File: src/rtl/bi_mem_tp_fifo_ctrl.sv
// bi_mem_tp_fifo_ctrl: valid/ready FIFO controller around an external two-port
// memory with registered read (1-cycle latency). The controller keeps a 2-entry
// output buffer that is fed by prefetch reads, so the stream runs at full rate.
// Optional build macro BI_MEM_TP_FIFO_CTRL_BYPASS_EN: when the memory and the
// read pipe are empty, a pushed word goes straight into the output buffer.
`timescale 1ns/1ps
module bi_mem_tp_fifo_ctrl #(
  parameter int WIDTH  = 16,
  parameter int HEIGHT = 16,
  localparam int AW    = $clog2(HEIGHT),
  localparam int LW    = $clog2(HEIGHT+3)
) (
  input  logic             clk_i,
  input  logic             rst_i,
  input  logic             inValid_i,
  output logic             inReady_o,
  input  logic [WIDTH-1:0] inData_i,
  output logic             outValid_o,
  input  logic             outReady_i,
  output logic [WIDTH-1:0] outData_o,
  output logic             memWriteEnable_o,
  output logic [AW-1:0]    memWriteAddr_o,
  output logic [WIDTH-1:0] memWriteData_o,
  output logic             memReadEnable_o,
  output logic [AW-1:0]    memReadAddr_o,
  input  logic [WIDTH-1:0] memReadData_i,
  output logic [LW-1:0]    level_o
);

  logic [AW-1:0]          wr_ptr, rd_ptr;
  logic [AW:0]            mem_count;
  logic                   pend;
  logic [1:0]             ob_count;
  logic [1:0][WIDTH-1:0]  ob_data;

  logic       push, pop, issue, bypass, mem_wr;
  logic [1:0] ob_left;
  logic [2:0] occ;

  // Strobes are gated by reset so nothing reaches the memory while held in
  // reset, even though inReady_o reads 1 there.
  assign inReady_o  = mem_count < (AW+1)'(HEIGHT);
  assign push       = rst_i && inValid_i && inReady_o;
  assign outValid_o = ob_count != 2'd0;
  assign pop        = outValid_o && outReady_i;
  assign outData_o  = ob_data[0];

  // Buffer entries left after this cycle's pop, and that plus the read in flight.
  assign ob_left = ob_count - {1'b0, pop};
  assign occ     = {1'b0, ob_count} + {2'b0, pend} - {2'b0, pop};

  // Issue only when the result is guaranteed a free slot when it lands.
  assign issue = rst_i && (mem_count != '0) && (occ <= 3'd1);

`ifdef BI_MEM_TP_FIFO_CTRL_BYPASS_EN
  // Nothing older is in memory or in flight, so skipping memory keeps order.
  assign bypass = push && (mem_count == '0) && !pend && (ob_left < 2'd2);
`else
  assign bypass = 1'b0;
`endif

  assign mem_wr           = push && !bypass;
  assign memWriteEnable_o = mem_wr;
  assign memWriteAddr_o   = wr_ptr;
  assign memWriteData_o   = inData_i;
  assign memReadEnable_o  = issue;
  assign memReadAddr_o    = rd_ptr;

  assign level_o = LW'(mem_count) + LW'(pend) + LW'(ob_count);

  // Memory-side bookkeeping: pointers, occupancy and the read-in-flight flag.
  always_ff @(posedge clk_i or negedge rst_i) begin
    if (!rst_i) begin
      wr_ptr    <= '0;
      rd_ptr    <= '0;
      mem_count <= '0;
      pend      <= 1'b0;
    end else begin
      if (mem_wr) wr_ptr <= wr_ptr + 1'b1;
      if (issue)  rd_ptr <= rd_ptr + 1'b1;
      mem_count <= mem_count + {{AW{1'b0}}, mem_wr} - {{AW{1'b0}}, issue};
      pend      <= issue;
    end
  end

  // Output buffer: shift on pop, then append the landing read (or bypassed
  // word) behind whatever remains; the later assignment wins on overlap.
  always_ff @(posedge clk_i or negedge rst_i) begin
    if (!rst_i) begin
      ob_count <= 2'd0;
      ob_data  <= '0;
    end else begin
      ob_count <= ob_left + {1'b0, (pend || bypass)};
      if (pop) ob_data[0] <= ob_data[1];
      if (pend)        ob_data[ob_left[0]] <= memReadData_i;
      else if (bypass) ob_data[ob_left[0]] <= inData_i;
    end
  end

endmodule
File: config.mk
export PLATFORM = sky130hd
export DESIGN_NAME = bi_mem_tp_fifo_ctrl
export DESIGN_NICKNAME = d
export VERILOG_FILES = /design/src/rtl/bi_mem_tp_fifo_ctrl.sv
export SDC_FILE = /design/constraint.sdc
export NUM_CORES = 1
export LEC_CHECK = 0
export ABC_AREA = 1
export CORE_MARGIN = 1.5
export CORE_UTILIZATION = 37
export DETAILED_ROUTE_END_ITERATION = 8
export GPL_ROUTABILITY_DRIVEN = 0
export PLACE_DENSITY = 0.79
export SLEW_MARGIN = 20
export SYNTH_ARGS = -nofsm -noshare
export SYNTH_HDL_FRONTEND = slang
export SYNTH_SLANG_ARGS = --single-unit
File: constraint.sdc
create_clock -name clk_i -period 2.9 [get_ports clk_i]
set_input_delay 0.435 -clock clk_i [delete_from_list [all_inputs] [get_ports clk_i]]
set_output_delay 0.435 -clock clk_i [all_outputs]
set_load 0.01 [all_outputs]
==> results of run 1 <==
[state kept, by name (all words and copies together) (netlist names)]
register,count
ob_data,16
pend,1
memReadAddr_o,4
memWriteAddr_o,4
ob_count,2
mem_count,5
outData_o,16
[power groups by stage]
stage / Sequential (mW) / Combinational, mW / Clock [mW]
2_1_floorplan: 1.23 / 1.33 / 0
3_3_place_gp: 1.22 / 1.97 / 0
3_5_place_dp: 1.24 / 2.04 / 0
4_1_cts: 1.23 / 2.15 / 0.453
5_1_grt: 1.28 / 2.45 / 0.476
6_report: 1.23 / 2.19 / 0.435
[cell families (layout without fill, tap and decap cells)]
| kind of cell | count (synthesis) | count (layout) | share of synthesized area |
|---|---|---|---|
| AOI/OAI and AO/OA | 4 | 4 | 0.00803 |
| xor gates and xnor gates | 10 | 10 | 0.0312 |
| adders and majority gates | 17 | 17 | 0.0866 |
| buffers and inverters | 67 | 109 | 0.146 |
| DFF | 48 | 48 | 0.428 |
| muxes | 16 | 16 | 0.0643 |
| and+or+nand+nor | 153 | 153 | 0.235 |
[synth_stat cells, drive strengths merged]
cell and number:
nand2 113, dfrtp 48, buf 40, nand3 28
inv 27, mux2 16, ha 13, nor2 9
xor2 7, fa 4, a21oi 3, xnor2 3
a21o 1, nand3b 1, nand4 1, nor3 1
[worst paths after layout]
kind | startpoint | endpoint | slack, ps | cells after the start
max | ob_count[0]$_DFF_PN0_ | mem_count[4]$_DFF_PN0_ | 30 | 18
min | memWriteAddr_o[2]$_DFFE_PN0P_ | memWriteAddr_o[2]$_DFFE_PN0P_ | 510 | 1
max reg2reg | ob_count[0]$_DFF_PN0_ | mem_count[4]$_DFF_PN0_ | 30 | 18
min reg2reg | memWriteAddr_o[2]$_DFFE_PN0P_ | memWriteAddr_o[2]$_DFFE_PN0P_ | 510 | 1
max in group asynchronous | rst_i | memWriteAddr_o[2]$_DFFE_PN0P_ | 1570 | 3
min in group asynchronous | rst_i | mem_count[1]$_DFF_PN0_ | 520 | 2
[what timing repair did]
action	in CTS	in global routing
endpoints found under the hold margin	6	0
hold buffers	1	0
resized for setup	5	13
pin swaps	3	2
setup buffers	9	1
endpoints found under the setup margin	4	8
[cell type report]
cell class	instances	area [um2]
clock buffers	6	82.6
clock inverters	2	13.8
fillers	707	3820
inverters	27	104
multi-input cells	200	1270
flip-flops and latches	48	1200
well taps	99	124
repair buffers	74	679
[worst register-to-register path: stages, from the launching register on]
cell                       delay (ps)
sky130_fd_sc_hd__dfrtp_1          410
sky130_fd_sc_hd__inv_2             80
sky130_fd_sc_hd__nand3_4           80
sky130_fd_sc_hd__nand2_4           90
sky130_fd_sc_hd__ha_4             120
sky130_fd_sc_hd__inv_2             30
sky130_fd_sc_hd__fa_1             510
sky130_fd_sc_hd__nand2_2           80
sky130_fd_sc_hd__inv_2             80
sky130_fd_sc_hd__nand3_2           70
sky130_fd_sc_hd__nor2_4           120
sky130_fd_sc_hd__ha_4             210
sky130_fd_sc_hd__inv_2             60
sky130_fd_sc_hd__ha_4             120
sky130_fd_sc_hd__inv_2             30
sky130_fd_sc_hd__fa_2             320
sky130_fd_sc_hd__nand3b_1         180
sky130_fd_sc_hd__a21o_1           180
sky130_fd_sc_hd__nand2_1           50
[stage by stage]
stage	power (mW)	util
finish	3.85	0.476
global route	4.21	0.476
CTS	3.83	0.469
detailed placement	3.28	0.444
global placement	3.19	0.444
floorplan	2.56	-
[per-layer routing]
metal	share of wire	vias up	wire length [um]
li1	-	1027	-
met1	0.42	1017	2450
met2	0.50	64	2960
met3	0.062	16	361
met4	0.015	0	88
met5	0	-	0
==> parameters.txt, run 1 <==
Parameter                              Value

Timing
  Worst Slack Setup Final    between 20 and 30 ps
  Max Slew Vio Count    0
  Final sum of negative setup slack    0 ps
  Tcrit/Tclk final    0.991
  Setup clock skew after layout    between 3 and 4 ps
  Setup repair after global routing missed its margin    yes
  Max Clock Freq    between 300 and 400 MHz
  Count of final hold-check violations    0
  Hold Worst Slack    ~500 ps
  Slew margin rel.    0.644
  Slew at the pin closest to its max-slew limit    approximately 530 ps
  Number of setup violations in the final report    0
  Min cycle time layout    approximately 2900 ps

Synth
  Post-synthesis register bit count    between 40 and 50
  Top area cells in the synthesized netlist    sky130_fd_sc_hd__dfrtp_1 43%, sky130_fd_sc_hd__nand2_1 15%, sky130_fd_sc_hd__buf_4 9.4%
  Combined area of all synthesized cells    about 0.0028 mm2
  Synthesis warning total    0
  Area share of the largest cell type after synthesis    0.428
  Avg Inst Size Synth    around 8.9 um2
  Syn Nets    368
  Unique cell type count in the Yosys netlist    23
  Instance count of the mapped netlist    ~320
  Sequential-to-total area share from yosys stat    0.428
  Area leader, netlist    sky130_fd_sc_hd__dfrtp_1

Pwr
  Leakage Power    roughly 1.7 nW
  Largest vdd supply drop    between 700 and 800 uV
  Sequential group share of total power    0.319
  Share of total power in combinational logic    0.568
  Int Pwr    roughly 2.3 mW
  Net switching power figure    roughly 1.5 mW
  Power density of the placed cells    roughly 1100 mW/mm2
  Clock power share    0.113
  Switching share of total power    0.399

Clock tree
  Maximum clock path buffer count    2
  H-tree depth    2
  CTS buffer count    5
  Clock input transition at the sequential cells of the worst setup and hold paths    roughly 90 ps
  Source-to-sink clock delay at the later pin of the worst-skew pair    ~300 ps
  CTS tree    done
  Clock Sinks    48
  Root cell of the clock tree    sky130_fd_sc_hd__clkbuf_8

Worst setup path
  Slowest stage cell on the critical path    sky130_fd_sc_hd__fa_1
  Critical path start-end classification    reg -> reg
  Crit path cell chain    inv_2, nand3_4, nand2_4, ha_4, inv_2, fa_1, nand2_2, inv_2, nand3_2, nor2_4, ha_4, inv_2, ha_4, inv_2, fa_2, nand3b_1, a21o_1, nand2_1
  Kind of launch point of the worst setup path    flop
  Data arrival time of the worst path    approximately 3100 ps
  Highest net fanout along the worst path    2
  Slowest cell delay on critical path    approximately 510 ps
  Most repeated library cell on the critical path    sky130_fd_sc_hd__inv_2
  Cell family with most CP delay    adder cells
  Endpoint class of the critical path    flop
  Required time of the critical path    roughly 3200 ps
  Number of buffers and inverters on the critical path    5

Global routing
  Largest net degree at the start of global routing    43
  Number of global-route vias before repair    2218
  Wire length of the first global-routing pass    between 10000 and 15000 um
  Met3 Usage GRT    0.0431
  Global-route met1 utilization    0.174
  Global routing met2 resource utilization    0.277
  Total global routing overflow    0
  Initial antenna violation count    0
  Total routing resource utilization after global routing    0.156
  GRT busiest layer    met2

Place
  Count of input and output buffers    52
  Placement Setup Slack    -573 ps
  Number of placed instances with taps included    about 440
  HPWL Detailed    3950 um
  Area post-placement    about 0.0032 mm2

Floorplan
  DIE HEIGHT    approximately 90 um
  Number of placement rows    31
  Core Area    ~0.0073 mm2
  Die width    90.1 um
  Die area    0.00811 mm2
  Effective utilization at floorplan    0.385
  Top-level I/O count    85

Final layout
  Synth-to-layout area growth    23.8%
  Number of antenna repair diodes    0
  Final non-filler cell total    approximately 460
  Final Instance Area    approximately 0.0035 mm2
  Most frequent cells in the layout    108 x sky130_fd_sc_hd__nand2_1, 48 x sky130_fd_sc_hd__clkdlybuf4s50_1, 48 x sky130_fd_sc_hd__dfrtp_1
  Net total in the final layout    409
  Proportion of layout cells with a drive suffix above 1    0.199
  Most common cell after layout, fill and taps aside    sky130_fd_sc_hd__nand2_1

Run
  Reported max-cap violation count    0

Detailed routing
  Initial DRC count    around 80
  DR pass1 iterations    4
  Routed wire length    about 6000 um
  Number of vias per cell    4.66
  Antenna-violating nets left    0
  Routed length per placed instance    between 10 and 15 um
  Number of remaining DRC errors    0
  Number of vias in the routed layout    2124

Status
  Status    finished, final reports clean

Hold path
  Worst min-delay path class    reg -> reg
(Power assumes the default switching activity.)
==> run 2: changes to the inputs <==
- CAP_MARGIN: not set -> 0
- SKIP_LAST_GASP: not set -> 1
- SLEW_MARGIN: 20 -> not set
==> parameters.txt, run 2 (synthesized netlist as in run 1, its figures left out) <==
Parameter                              Value

Timing
  Worst Slack Setup Final    about 24 ps
  Max Slew Vio Count    0
  Hold Worst Slack    roughly 500 ps
  Setup repair after global routing missed its margin    yes
  Max Clock Freq    348 MHz
  Tcrit/Tclk final    0.992
  Slew margin rel.    0.643
  Min cycle time layout    around 2900 ps
  Slew at the pin closest to its max-slew limit    ~530 ps
  Count of final hold-check violations    0
  Number of setup violations in the final report    0
  Setup clock skew after layout    just under 4 ps

Worst setup path
  Required time of the critical path    around 3200 ps
  Critical path start-end classification    reg -> reg
  Highest net fanout along the worst path    2
  Slowest stage cell on the critical path    sky130_fd_sc_hd__fa_1
  Most repeated library cell on the critical path    sky130_fd_sc_hd__inv_2
  Slowest cell delay on critical path    510 ps
  Kind of launch point of the worst setup path    flop
  Crit path cell chain    inv_2, nand3_4, nand2_4, ha_4, inv_2, fa_1, nand2_2, inv_2, nand3_2, nor2_4, ha_4, inv_2, ha_4, inv_2, fa_2, nand3b_1, a21o_1, nand2_1
  Data arrival time of the worst path    approximately 3100 ps
  Endpoint class of the critical path    flop

Global routing
  Wire length of the first global-routing pass    between 10000 and 15000 um
  Initial antenna violation count    0
  Total routing resource utilization after global routing    0.156
  Total global routing overflow    0
  Largest net degree at the start of global routing    between 40 and 50
  Number of global-route vias before repair    roughly 2200

Pwr
  Power density of the placed cells    1110 mW/mm2
  Switching share of total power    0.399
  Int Pwr    2.31 mW
  Share of total power in combinational logic    0.568
  Net switching power figure    around 1.5 mW
  Leakage Power    between 1.5 and 2 nW
  Sequential group share of total power    0.319
  Clock power share    0.113
  Largest vdd supply drop    around 780 uV

Final layout
  Most common cell after layout, fill and taps aside    sky130_fd_sc_hd__nand2_1
  Number of antenna repair diodes    0
  Proportion of layout cells with a drive suffix above 1    0.196
  Net total in the final layout    a little over 400
  Most frequent cells in the layout    108 x sky130_fd_sc_hd__nand2_1, 48 x sky130_fd_sc_hd__clkdlybuf4s50_1, 48 x sky130_fd_sc_hd__dfrtp_1
  Synth-to-layout area growth    23.7%

Place
  Count of input and output buffers    52
  HPWL Detailed    between 3000 and 4000 um
  Placement Setup Slack    -573 ps

Clock tree
  Root cell of the clock tree    sky130_fd_sc_hd__clkbuf_8
  Clock input transition at the sequential cells of the worst setup and hold paths    ~90 ps
  Source-to-sink clock delay at the later pin of the worst-skew pair    about 300 ps
  H-tree depth    2
  Maximum clock path buffer count    2
  CTS tree    done
  CTS buffer count    5
  Clock Sinks    48

Floorplan
  Top-level I/O count    85
  Die width    90.1 um
  Effective utilization at floorplan    0.385
  Core Area    0.00729 mm2
  Number of placement rows    31
  Die area    between 0.008 and 0.009 mm2
  DIE HEIGHT    between 90 and 100 um

Detailed routing
  Routed length per placed instance    12.8 um
  Antenna-violating nets left    0
  DR pass1 iterations    4
  Number of vias in the routed layout    around 2100
  Routed wire length    5850 um
  Number of remaining DRC errors    0
  Number of vias per cell    4.66
  Initial DRC count    between 80 and 90

Hold path
  Worst min-delay path class    reg -> reg

Run
  Reported max-cap violation count    0

Status
  Status    finished, final reports clean
## run 2: path summary, 6_finish.rpt
| kind | startpoint | endpoint | slack [ps] | cells past startpoint |
|---|---|---|---|---|
| setup reg to reg | ob_count[0]$_DFF_PN0_ | mem_count[4]$_DFF_PN0_ | 20 | 18 |
| setup / recovery | ob_count[0]$_DFF_PN0_ | mem_count[4]$_DFF_PN0_ | 20 | 18 |
| hold reg to reg | memWriteAddr_o[2]$_DFFE_PN0P_ | memWriteAddr_o[2]$_DFFE_PN0P_ | 510 | 1 |
| hold / removal | memWriteAddr_o[2]$_DFFE_PN0P_ | memWriteAddr_o[2]$_DFFE_PN0P_ | 510 | 1 |
| min in group asynchronous | rst_i | mem_count[1]$_DFF_PN0_ | 520 | 2 |
| max in group asynchronous | rst_i | memWriteAddr_o[2]$_DFFE_PN0P_ | 1570 | 3 |
## run 2: layer usage
metal  global-route usage  share of wire  wire, um  vias up
li1                     -              -         -     1028
met3               0.0431          0.062       362       16
met2                0.277           0.51      2960       66
met1                0.174           0.42      2450     1015
met4               0.0648          0.015        88        0
met5                    0              0         0        -
## run 2: cell type report
| class | count | area [um2] |
|---|---|---|
| clock buffer | 6 | 82.6 |
| multi-input combinational | 200 | 1260 |
| timing repair buffer | 74 | 679 |
| clock inverter | 2 | 13.8 |
| fill | 707 | 3820 |
| tap | 99 | 124 |
| sequential | 48 | 1200 |
| inverter | 27 | 104 |
## run 2: power by group through the flow
stage / combinational (mW) / clock, mW / sequential, mW
floorplan: 1.33 / 0 / 1.23
global placement: 1.97 / 0 / 1.22
detailed placement: 2.04 / 0 / 1.24
CTS: 2.15 / 0.453 / 1.23
global route: 2.45 / 0.476 / 1.28
finish: 2.18 / 0.435 / 1.23
## run 2: per-stage QoR
| step | utilization | TNS [ps] | power [mW] | cell area [um2] | instances |
|---|---|---|---|---|---|
| 2_1_floorplan | - | -105 | 2.56 | 2830 | 315 |
| 3_3_place_gp | 0.444 | -1930 | 3.19 | 3240 | 437 |
| 3_5_place_dp | 0.444 | -2090 | 3.28 | 3240 | 437 |
| 4_1_cts | 0.469 | 0 | 3.83 | 3420 | 455 |
| 5_1_grt | 0.476 | -421 | 4.21 | 3470 | 456 |
| 6_report | 0.476 | 0 | 3.85 | 3470 | 456 |
## run 2: worst max-delay path, delay by kind of cell (launching register included)
family | cells | cell delay (ps)
flops | 1 | 410
compound gates | 1 | 180
buf+inv | 5 | 270
fa+ha+maj | 5 | 1280
simple gates | 7 | 670
## run 2: repair_timing
action / CTS / global route
endpoints found under the hold margin: 6 / 0
setup buffers: 9 / 1
resized for setup: 5 / 12
endpoints found under the setup margin: 4 / 8
hold buffers: 1 / 0
pin swaps: 3 / 2
gates cloned: 0 / 0
==> run 3: changes to the inputs <==
- GPL_ROUTABILITY_DRIVEN: 0 -> not set
==> results of run 3 <==
No change in the layout: final DEF, timing and power equal those of run 2.
